`src/rtl/pps_pin_receiver.sv`:
```
// PPS pin receive path: synchronise and glitch-filter the IOBUF output, strobe accepted
// rising edges, and qualify the edge-to-edge period against CLK_HZ +/- TOL.
module pps_pin_receiver #(
    parameter int unsigned CLK_HZ    = 250_000_000,
    parameter int unsigned TOL       = 1000,
    parameter int unsigned MIN_WIDTH = 4,
    parameter int unsigned CNT_W     = 32
) (
    input  logic             clk,
    input  logic             rst_n,
    input  logic             pos0,
    input  logic             pos1,
    input  logic             pin_in,
    output logic             pps_pulse,
    output logic             pps_valid,
    output logic [CNT_W-1:0] period_cnt,
    output logic             period_err,
    output logic             pps_missing,
    output logic [7:0]       glitch_cnt
);

    localparam int unsigned      RUN_W   = $clog2(MIN_WIDTH + 1);
    localparam logic [RUN_W-1:0] RUN_MAX = RUN_W'(MIN_WIDTH);
    localparam logic [RUN_W-1:0] RUN_ACC = RUN_W'(MIN_WIDTH - 1);
    localparam logic [CNT_W-1:0] LO_LIM  = (CLK_HZ > TOL) ? CNT_W'(CLK_HZ - TOL) : '0;
    localparam logic [CNT_W-1:0] HI_LIM  = CNT_W'(CLK_HZ + TOL);
    localparam logic [CNT_W-1:0] CNT_ONE = CNT_W'(1);

    localparam logic [1:0] ST_DISABLED = 2'd0;
    localparam logic [1:0] ST_SEARCH   = 2'd1;
    localparam logic [1:0] ST_ACQUIRE  = 2'd2;
    localparam logic [1:0] ST_LOCKED   = 2'd3;

    logic             rx_en;
    logic             sync1, sync2;
    logic             vld1, vld2;
    logic             armed;
    logic [RUN_W-1:0] run_cnt;
    logic             edge_acc;
    logic             glitch;
    logic [1:0]       state;
    logic [CNT_W-1:0] cnt;
    logic             in_tol;

    // vld1/vld2 track the synchroniser filling with real pin samples; armed is set only
    // by a genuine low, so a high run already in progress at reset release is discarded.
    always_ff @(posedge clk or negedge rst_n) begin
        if (!rst_n) begin
            rx_en    <= 1'b0;
            sync1    <= 1'b0;
            sync2    <= 1'b0;
            vld1     <= 1'b0;
            vld2     <= 1'b0;
            armed    <= 1'b0;
            run_cnt  <= '0;
            edge_acc <= 1'b0;
            glitch   <= 1'b0;
        end else begin
            rx_en    <= pos0 | pos1;
            sync1    <= pin_in;
            sync2    <= sync1;
            vld1     <= 1'b1;
            vld2     <= vld1;
            edge_acc <= armed && sync2 && (run_cnt == RUN_ACC);
            glitch   <= armed && !sync2 && (run_cnt != '0) && (run_cnt < RUN_MAX);
            if (!sync2) begin
                run_cnt <= '0;
                if (vld2)
                    armed <= 1'b1;
            end else if (run_cnt != RUN_MAX) begin
                run_cnt <= run_cnt + RUN_W'(1);
            end
        end
    end

    assign in_tol = (cnt >= LO_LIM) && (cnt <= HI_LIM);

    always_ff @(posedge clk or negedge rst_n) begin
        if (!rst_n) begin
            state       <= ST_DISABLED;
            cnt         <= '0;
            pps_pulse   <= 1'b0;
            pps_valid   <= 1'b0;
            period_cnt  <= '0;
            period_err  <= 1'b0;
            pps_missing <= 1'b0;
            glitch_cnt  <= '0;
        end else begin
            pps_pulse   <= 1'b0;
            period_err  <= 1'b0;
            pps_missing <= 1'b0;
            if (!rx_en) begin
                state      <= ST_DISABLED;
                cnt        <= '0;
                pps_valid  <= 1'b0;
                period_cnt <= '0;
                glitch_cnt <= '0;
            end else begin
                if (state != ST_DISABLED) begin
                    pps_pulse <= edge_acc;
                    if (glitch && (glitch_cnt != 8'hFF))
                        glitch_cnt <= glitch_cnt + 8'd1;
                end
                if (edge_acc)
                    cnt <= CNT_ONE;
                else if (cnt != '1)
                    cnt <= cnt + CNT_ONE;
                case (state)
                    ST_DISABLED: state <= ST_SEARCH;
                    ST_SEARCH: begin
                        if (edge_acc)
                            state <= ST_ACQUIRE;
                    end
                    ST_ACQUIRE, ST_LOCKED: begin
                        // An edge landing on the timeout cycle wins and sits at the upper limit.
                        if (edge_acc) begin
                            period_cnt <= cnt;
                            if (in_tol) begin
                                state     <= ST_LOCKED;
                                pps_valid <= 1'b1;
                            end else begin
                                state      <= ST_ACQUIRE;
                                pps_valid  <= 1'b0;
                                period_err <= 1'b1;
                            end
                        end else if (cnt == HI_LIM) begin
                            state       <= ST_SEARCH;
                            pps_valid   <= 1'b0;
                            pps_missing <= 1'b1;
                        end
                    end
                    default: state <= ST_DISABLED;
                endcase
            end
        end
    end

endmodule

```
`config.mk`:
```
export PLATFORM = sky130hd
export DESIGN_NAME = pps_pin_receiver
export DESIGN_NICKNAME = d
export VERILOG_FILES = /design/src/rtl/pps_pin_receiver.sv
export SDC_FILE = /design/constraint.sdc
export NUM_CORES = 1
export LEC_CHECK = 0
export ABC_AREA = 1
export CORE_ASPECT_RATIO = 1.1
export CORE_UTILIZATION = 60
export CTS_CLUSTER_DIAMETER = 200
export DETAILED_ROUTE_END_ITERATION = 8
export GPL_TIMING_DRIVEN = 0
export HOLD_SLACK_MARGIN = 0.05
export PLACE_DENSITY_LB_ADDON = 0.15
export SLEW_MARGIN = 0
export SYNTH_ARGS = -nofsm -noshare
export SYNTH_HDL_FRONTEND = slang
export SYNTH_SLANG_ARGS = --single-unit
```
`constraint.sdc`:
```
create_clock -name clk -period 3.85 [get_ports clk]
set_input_delay 0.385 -clock clk [delete_from_list [all_inputs] [get_ports clk]]
set_output_delay 0.385 -clock clk [all_outputs]
set_load 0.005 [all_outputs]
```
==> flow_summary.yaml <==
routing:
  met3_length_um: 849
  via_count: 4329
  drcViolationCount: 0
  viasPerCell: 5.88
  wl_met2_mm: 6.47
  post_drt_wl_per_cell_um: 17.9
  dr.pass1.iters: 5
  wirelength_mm: 13.2
  antenna_left: 0
  top_layer_used: "met4"
  wl_met1_mm: 5.26
  drtIter0Drc: 326
floorplan:
  row_count: 33
  start_util_pct: 61.5
  fp.dieH_um: 93.5
  die_width_um: 85.2
  core-area_um2: 7430
  dieArea_um2: 7970
  ios: 49
clocking:
  root_buffer: "clkbuf_8"
  cts_setup_buffers: 0
  cts_tree: "built"
  cts_inserted_buffers: 9
  clock_latency_ns: 0.36
  clk_pin_slew_worst_paths_ns: 0.09
  clockBufferDepth: 2
  cts_resized: 0
  cts.htree.levels: 3
  clkSinkCount: 89
logic_synthesis:
  yosys.area_share.adder_pct: 1.64
  synth_top_family_by_area: "simple AND/OR/NAND/NOR gates"
  synthMuxAreaShare_pct: 0
  syn_avg_cell_area_um2: 7.83
  ys.warnings.count: 0
  synth_cells: 584
  ys_ff_latch: 89
  synth_area_um2: 4570
  synth_xor_area_share_pct: 0
  synth-simple-area-share_pct: 30.6
  synthesis.nets: 595
  yosysSeqAreaShare_pct: 48.7
  synth-compound-area-share_pct: 11.6
  synth_cell_type_count: 36
timing:
  max_freq_mhz: 482
  slew_headroom_pct: 44.7
  setup_viol: 0
  rsz0062_at_grt: "false"
  fin_crit_ns: 2.07
  hold_viol: 0
  fin_crit_sh_pct: 53.9
  skew_ns: 0.0134
  layout_setup_ws_ns: 1.78
  fin_setup_tns_ns: 0
  drv_slew: 0
  tightest_slew_ns: 0.826
global_route:
  first_global_vias: 4158
  gr-total-overflow: 0
  grt_pass1_wl_mm: 20.8
  grtUsageTotal_pct: 35.4
  grt_max_degree: 46
  antenna_found_initial: 0
place:
  dpl-instance-area_um2: 5180
  globalplace.congestion: 1.00
  io_buffers: 48
  hpwlAfterDp_mm: 10.2
  pre_cts_ws_ns: 1.80
power_and_ir_drop:
  p_per_area_nw_per_um2: 353
  p_total_uw: 1900
  vdd_ir_drop_max_uv: 279
  cellLeakagePower_uw: 0.00247
status:
  status: "complete, no violations"
setup_path:
  r2r_setup_slack_ns: 1.78
  path_max_fanout: 10
  reg2reg_depth: 5
  crit_arrival_ns: 2.34
  r2r-end: "period_cnt[23]$_DFFE_PN0P_"
  r2r-start: "rx_en$_DFF_PN0_"
  worstSetupEndpoint: "period_cnt[23]$_DFFE_PN0P_"
  path_class: "flop to flop"
  start_kind: "flop"
  startpoint: "rx_en$_DFF_PN0_"
  crit_required_ns: 4.12
  cp-end-kind: "flop"
final_layout:
  syn_to_final_growth_pct: 17.8
  post-route-util_pct: 72.4
  n_antenna_cell: 0
  finalInstanceArea_um2: 5380
  drive_above_1_share_pct: 9.09
  nets: 656
min_path:
  hold_path_class: "flop to flop"
  hold_start: "vld1$_DFF_PN0_"
flow_run:
  drv_cap: 0
## how the worst min path moves through the flow
stage          slack [ns]  cells past startpoint           endpoint
2_1_floorplan        0.09                      0  armed$_DFFE_PN0P_
3_3_place_gp         0.34                      0    sync2$_DFF_PN0_
3_5_place_dp         0.35                      0    sync2$_DFF_PN0_
4_1_cts              0.37                      0     vld2$_DFF_PN0_
5_1_grt              0.37                      0     vld2$_DFF_PN0_
6_report             0.36                      0     vld2$_DFF_PN0_
## routing by layer
metal  up-vias  GRT usage [%]
li1       2026              -
met1      2061           43.0
met2       197           58.7
met3        45           6.18
met4         0           22.0
met5         -              0
## report_power, final
| part | total [uW] | switching [uW] | internal, uW |
|---|---|---|---|
| logic | 231 | 150 | 80.8 |
| clock network | 643 | 328 | 316 |
| registers | 1030 | 45.9 | 982 |
| total | 1900 | 524 | 1380 |
## cell type report
cell class	count	area (um^2)
buffer	13	66.3
multi-input combinational	410	2010
clock inverter	4	53.8
timing repair buffer	50	508
sequential	89	2230
fill	580	2050
tap	87	109
clock buffer	11	141
inverter	72	270
## flip-flops by register name (all words and copies together) (netlist names)
| register | flops |
|---|---|
| rx_en | 1 |
| sync1 | 1 |
| pps_pulse | 1 |
| cnt | 32 |
| state | 2 |
| pps_valid | 1 |
| armed | 1 |
| glitch | 1 |
| pps_missing | 1 |
| vld1 | 1 |
| period_err | 1 |
| glitch_cnt | 8 |
| period_cnt | 32 |
| vld2 | 1 |
| run_cnt | 3 |
| sync2 | 1 |
| edge_acc | 1 |
## logic make-up (layout without fill, tap and decap cells)
| logic type | after synthesis | in the layout |
|---|---|---|
| AOI/OAI and AO/OA | 92 | 92 |
| adders and majority gates | 6 | 6 |
| other | 1 | 1 |
| and+or+nand+nor | 311 | 311 |
| buffers and inverters | 85 | 150 |
| DFF | 89 | 89 |
## cells in the final DEF, fill, tap and decap left out, types with 2 or more instances in the layout
master           count
buf_2                2
buf_6                2
inv_2                5
nand4_1             12
inv_1               67
clkbuf_8            10
buf_1                2
a31oi_1              7
nor3_2               3
nor2_1              59
ha_1                 6
clkdlybuf4s50_1     47
a21oi_1             12
nor4_1               2
nand3_1             44
dfrtp_1             89
o21ai_2              7
nand2_1            152
nand2_2              8
o21ai_0             57
nor3_1              16
clkinvlp_4           2
clkbuf_1             8
nand3_2              3
nor3_4               2
nor2_2               5
o21a_1               2
a21oi_2              2
## critical path, cell delays in order (launching register included)
cell and delay (ns):
dfrtp_1 0.45, inv_1 0.17, nor2_1 0.67, clkbuf_1 0.46, nand2_1 0.12, o21ai_0 0.13
## Yosys cell counts
| cell | count | area, um^2 |
|---|---|---|
| inv_1 | 67 | 251 |
| and3_1 | 1 | 6.26 |
| ha_1 | 6 | 75.1 |
| nand3_2 | 3 | 30.0 |
| nor4_1 | 2 | 12.5 |
| or2_2 | 1 | 6.26 |
| dfrtp_1 | 89 | 2230 |
| nand4_1 | 12 | 75.1 |
| o21ai_0 | 57 | 285 |
| nand3_1 | 44 | 220 |
| a21oi_1 | 12 | 60.1 |
| nand2_2 | 8 | 50.1 |
| conb_1 | 1 | 3.75 |
| buf_1 | 2 | 7.51 |
| o211ai_1 | 1 | 7.51 |
| o31ai_1 | 1 | 7.51 |
| buf_2 | 2 | 10.0 |
| clkbuf_1 | 7 | 26.3 |
| and2b_1 | 1 | 7.51 |
| a41oi_1 | 1 | 8.76 |
| a22o_1 | 1 | 8.76 |
| o21a_1 | 2 | 15.0 |
| nor3_4 | 2 | 32.5 |
| nor3_1 | 16 | 80.1 |
| a2bb2oi_2 | 1 | 15.0 |
| inv_2 | 5 | 18.8 |
| buf_6 | 2 | 22.5 |
| nor3_2 | 3 | 30.0 |
| nor2_2 | 5 | 31.3 |
| a31oi_1 | 7 | 43.8 |
| nor2_1 | 59 | 221 |
| nand2_1 | 152 | 571 |
| a21oi_2 | 2 | 17.5 |
| o21ai_2 | 7 | 61.3 |
| nor4_2 | 1 | 12.5 |
| nor2_4 | 1 | 11.3 |
## stage by stage
step,std cells,hold slack (ns)
2_1_floorplan,584,0.0894
3_3_place_gp,719,0.343
3_5_place_dp,720,0.347
4_1_cts,736,0.369
5_1_grt,736,0.371
6_report,736,0.364
## repair_timing
action                                 CTS  global route
setup endpoints to repair                0             0
endpoints found under the hold margin   36             0
hold buffers                             1             0
Note: power is estimated with default switching activity, not from simulation.
